### config.mk
export PLATFORM = sky130hd
export DESIGN_NAME = signed_serial_subtractor
export DESIGN_NICKNAME = d
export VERILOG_FILES = /design/src/rtl/signed_arith_pkg.sv /design/src/rtl/serial_sub_bit.sv /design/src/rtl/signed_serial_subtractor.sv
export SDC_FILE = /design/constraint.sdc
export NUM_CORES = 1
export LEC_CHECK = 0
export BUFFER_PORTS_ARGS = -buffer_cell sky130_fd_sc_hd__buf_2
export CAP_MARGIN = 20
export CORE_ASPECT_RATIO = 1.2
export CORE_MARGIN = 4
export CORE_UTILIZATION = 40
export CTS_CLUSTER_DIAMETER = 30
export DETAILED_ROUTE_END_ITERATION = 10
export SYNTH_ARGS = -nofsm -noshare
export SYNTH_HDL_FRONTEND = slang
export SYNTH_SLANG_ARGS = --single-unit
export TNS_END_PERCENT = 30
### constraint.sdc
create_clock -name clk -period 2.1 [get_ports clk]
set_input_delay 0.42 -clock clk [delete_from_list [all_inputs] [get_ports clk]]
set_output_delay 0.42 -clock clk [all_outputs]
set_load 0.02 [all_outputs]
### src/rtl/signed_arith_pkg.sv
// Shared types and constants for the signed arithmetic blocks (adder/subtractor family).
package signed_arith_pkg;
  localparam int ARITH_W = 8;

  typedef enum logic [1:0] {
    IDLE,
    BUSY,
    DONE
  } sub_state_t;
endpackage

### src/rtl/serial_sub_bit.sv
// One-bit subtract cell: computes a_bit + ~b_bit + c_in, giving a sum bit and a carry out.
module serial_sub_bit (
  input  logic a_bit,
  input  logic b_bit,
  input  logic c_in,
  output logic s,
  output logic c_out
);
  logic b_inv;

  assign b_inv = ~b_bit;
  assign s     = a_bit ^ b_inv ^ c_in;
  assign c_out = (a_bit & b_inv) | (a_bit & c_in) | (b_inv & c_in);
endmodule

### src/rtl/signed_serial_subtractor.sv
// Bit-serial two's-complement subtractor d = a - b with signed overflow flag.
// Processes one bit per cycle, LSB first, with valid/ready on both sides.
module signed_serial_subtractor
  import signed_arith_pkg::*;
#(
  parameter  int WIDTH = ARITH_W,
  localparam int CNT_W = $clog2(WIDTH + 1)
) (
  input  logic             clk,
  input  logic             rst_n,
  input  logic             in_valid,
  output logic             in_ready,
  input  logic [WIDTH-1:0] a,
  input  logic [WIDTH-1:0] b,
  output logic             out_valid,
  input  logic             out_ready,
  output logic [WIDTH-1:0] d,
  output logic             overflow
);
  sub_state_t       state, state_next;
  logic [CNT_W-1:0] cnt;
  logic             carry;
  logic [WIDTH-1:0] a_sh, b_sh;
  logic [WIDTH-2:0] r_sh;
  logic [WIDTH-1:0] r_next;
  logic             a_sign, b_sign;
  logic             s_bit, c_bit;
  logic             last_bit;

  serial_sub_bit u_bit (
    .a_bit (a_sh[0]),
    .b_bit (b_sh[0]),
    .c_in  (carry),
    .s     (s_bit),
    .c_out (c_bit)
  );

  assign last_bit  = (state == BUSY) && (cnt == CNT_W'(WIDTH - 1));
  assign r_next    = {s_bit, r_sh};
  assign in_ready  = (state == IDLE);
  assign out_valid = (state == DONE);

  always_comb begin
    state_next = state;
    case (state)
      IDLE:    if (in_valid)  state_next = BUSY;
      BUSY:    if (last_bit)  state_next = DONE;
      DONE:    if (out_ready) state_next = IDLE;
      default: state_next = IDLE;
    endcase
  end

  // Control: FSM, bit counter, carry and the registered result
  always_ff @(posedge clk) begin
    if (!rst_n) begin
      state    <= IDLE;
      cnt      <= '0;
      carry    <= 1'b1;
      d        <= '0;
      overflow <= 1'b0;
    end else begin
      state <= state_next;
      if (state == IDLE && in_valid) begin
        cnt   <= '0;
        carry <= 1'b1;
      end else if (state == BUSY) begin
        cnt   <= cnt + CNT_W'(1);
        carry <= c_bit;
        if (last_bit) begin
          d        <= r_next;
          overflow <= (a_sign != b_sign) && (s_bit != a_sign);
        end
      end
    end
  end

  // Datapath: operand shifters and partial result, no reset needed
  always_ff @(posedge clk) begin
    if (state == IDLE && in_valid) begin
      a_sh   <= a;
      b_sh   <= b;
      a_sign <= a[WIDTH-1];
      b_sign <= b[WIDTH-1];
    end else if (state == BUSY) begin
      a_sh <= {1'b0, a_sh[WIDTH-1:1]};
      b_sh <= {1'b0, b_sh[WIDTH-1:1]};
      r_sh <= r_next[WIDTH-1:1];
    end
  end
endmodule

==> results.cfg <==
[critical_path]
timing.critical_path.slowest_stage_cell = fa_1
crit_type = reg -> reg
critical_path_peak_fanout = 4
worst_setup_path_end_kind = flip-flop
worst-endpoint-arrival_ns = 1.73
critPathMaxStageDelay_ns = 0.61
worstPathCellList = inv_1, fa_1, nor2b_1, a21oi_1, a211oi_1
path_buf_inv = 1
worstPathRequired_ns = 2.30
r2r_slack_ns = 0.58
timing.critical_path.max_delay_family = adder cells
worst_setup_path_start_kind = flip-flop

[logic_synthesis]
synth_nets = 146
leading_area_contributor_after_synthesis = edfxtp_1
postSynthCellCount = 124
synth-xor-area-share = 0.0106
yosysSeqAreaShare = 0.647
ys_dominant_reg_cell = edfxtp_1
synth.ff_latch_count = 41
post_synth_simple_gate_area = 0.107
async_flop_share = 0
yosysWarnings = 0
yosys-top-cells-area = edfxtp_1, dfxtp_1, mux2_1
ys_types = 31
syn_area_per_cell_um2 = 13.4
yosysTopAreaCellShare = 0.453
synth-compound-area-share = 0.0853
synth-edff-count = 25
post-synth-top-count-cell = edfxtp_1
synth_top_family_by_area = simple AND/OR/NAND/NOR gates
syn_area_um2 = 1660
synthTopCellsByCount = edfxtp_1, dfxtp_1, mux2_1, a21oi_1
post_synth_fa_ha_maj_area_fraction = 0.0196
multiplexer_area_fraction_after_synthesis = 0.0952

[die]
io_pins = 31
dieArea_um2 = 5240
die_h_um = 78.5
fp.dieW_um = 66.7
start_util = 0.417
rows = 25
placeableCoreArea_um2 = 3970

[finish]
stdcell_count = 215
layout-drive-gt1-share = 0.273
antenna_cells = 0
final_net_count = 182
layout-area-overhead-vs-synth_pct = 17.5

[route]
totalWireLength_um = 2870
drc = 0
viasPerCell = 4.84
detailedRoute.firstPassIterationCount = 3
first_iteration_detailed_routing_drc_count = 54
vias = 1041
drt-wirelength-per-cell_um = 13.4
drt.antenna.violating_nets = 0

[placement]
port_buffers = 30
place.detailed.hpwl_um = 2020
globalplace.congestion = 0.692
placed_cells = 207

[cts]
post_cts_resized = 0
clk_latency_ns = 0.29
clock-root-buffer = clkbuf_8
cts_setup_buffers = 0
cts-buffers-inserted = 5
cts.clk_slew.worst_paths_ns = 0.07
cts.hold.buffers_added = 0
cts.path.max_buffers = 2
clock-sinks = 41
cts_h_tree_depth = 2
cts_tree = yes

[sta]
grt_setup_unrepaired = false
skew_ns = 0.00291
final_min_period_over_clock_period = 0.726
fmax_mhz = 656
finalSetupTns_ns = 0
final_setup_fails = 0
period_needed_ns = 1.52
hold_viol_final = 0
final_max_slew_viol_count = 0
tightestPinTransition_ns = 0.382
worst_slew_margin_rel = 0.745

[pwr]
static-leakage-power_nw = 0.760
power_density_nw_per_um2 = 801
power.ir.vdd_worst_uv = 517

[run]
max_capacitance_violation_total = 0

[global_routing]
grt_max_degree = 21
grt_first_pass_wirelength_um = 4800
vias_in_the_first_global_route = 988
antenna_found_initial = 0
grt_use_total = 0.121
grt_overflow_total = 0

[outcome]
status = completed

[min_path]
hold_class = in -> reg
## power breakdown
part	total (W)	internal [W]	switching, W
Clock	0.000484	0.000230	0.000253
Combinational	0.000134	0.0000629	0.0000713
Sequential	0.000941	0.000922	0.0000191
## stage by stage
| stage | hold slack, ns | setup WS [ns] | instance area (um2) | util | total power (W) |
|---|---|---|---|---|---|
| CTS | 0.315 | 0.564 | 1950 | 0.490 | 0.00158 |
| finish | 0.325 | 0.576 | 1950 | 0.490 | 0.00156 |
| global route | 0.313 | 0.453 | 1950 | 0.490 | 0.00165 |
| detailed placement | 0.437 | 0.470 | 1860 | 0.469 | 0.00110 |
| floorplan | 0.426 | 0.439 | 1660 | - | 0.00105 |
| global placement | 0.431 | 0.494 | 1860 | 0.469 | 0.00109 |
## final cells by class
class	count	area [um2]
fill	381	2030
sequential	41	1070
multi-input combinational	73	527
timing repair buffer	34	180
clock buffer	6	72.6
tap	54	67.6
inverter	5	18.8
clock inverter	2	10.0
## worst paths after layout
check	from	to	cells after the start
worst max-delay path	carry	overflow	5
worst min-delay path	a[7]	a_sign	1
worst max register to register	carry	overflow	5
worst min register to register	r_sh[1]	r_sh[0]	0
## layout by cell type (no fill, tap or decap), drive strengths merged, types with 2 or more instances in the layout
| cell | count |
|---|---|
| o21ai | 8 |
| a211oi | 2 |
| a21oi | 12 |
| nor3b | 2 |
| nor2 | 6 |
| nand3b | 2 |
| and2 | 2 |
| clkbuf | 6 |
| buf | 34 |
| nand2 | 2 |
| edfxtp | 25 |
| clkinv | 2 |
| inv | 5 |
| mux2 | 14 |
| nand3 | 8 |
| nand2b | 2 |
| nor2b | 3 |
| dfxtp | 16 |
## sequential cells by signal, indices dropped and copies added, names as in the netlist, 2 cells and up
name / cells
a_sh: 8
b_sh: 8
d: 8
r_sh: 7
cnt: 4
state: 2
## per-layer routing
layer | up-vias | track usage | share of wire
li1 | 520 | - | -
met1 | 490 | 0.157 | 0.44
met2 | 26 | 0.188 | 0.49
met3 | 5 | 0.0443 | 0.060
met4 | 0 | 0.0366 | 0.010
met5 | - | 0 | 0
## cells by family (layout without fill, tap and decap cells)
family,after synthesis,count (layout)
xor gates and xnor gates,2,2
muxes,14,14
AOI/OAI and AO/OA,25,25
DFF,41,41
and+or+nand+nor,30,30
adders and majority gates,2,2
buffers and inverters,10,47
Power figures use the tool's default switching activity.
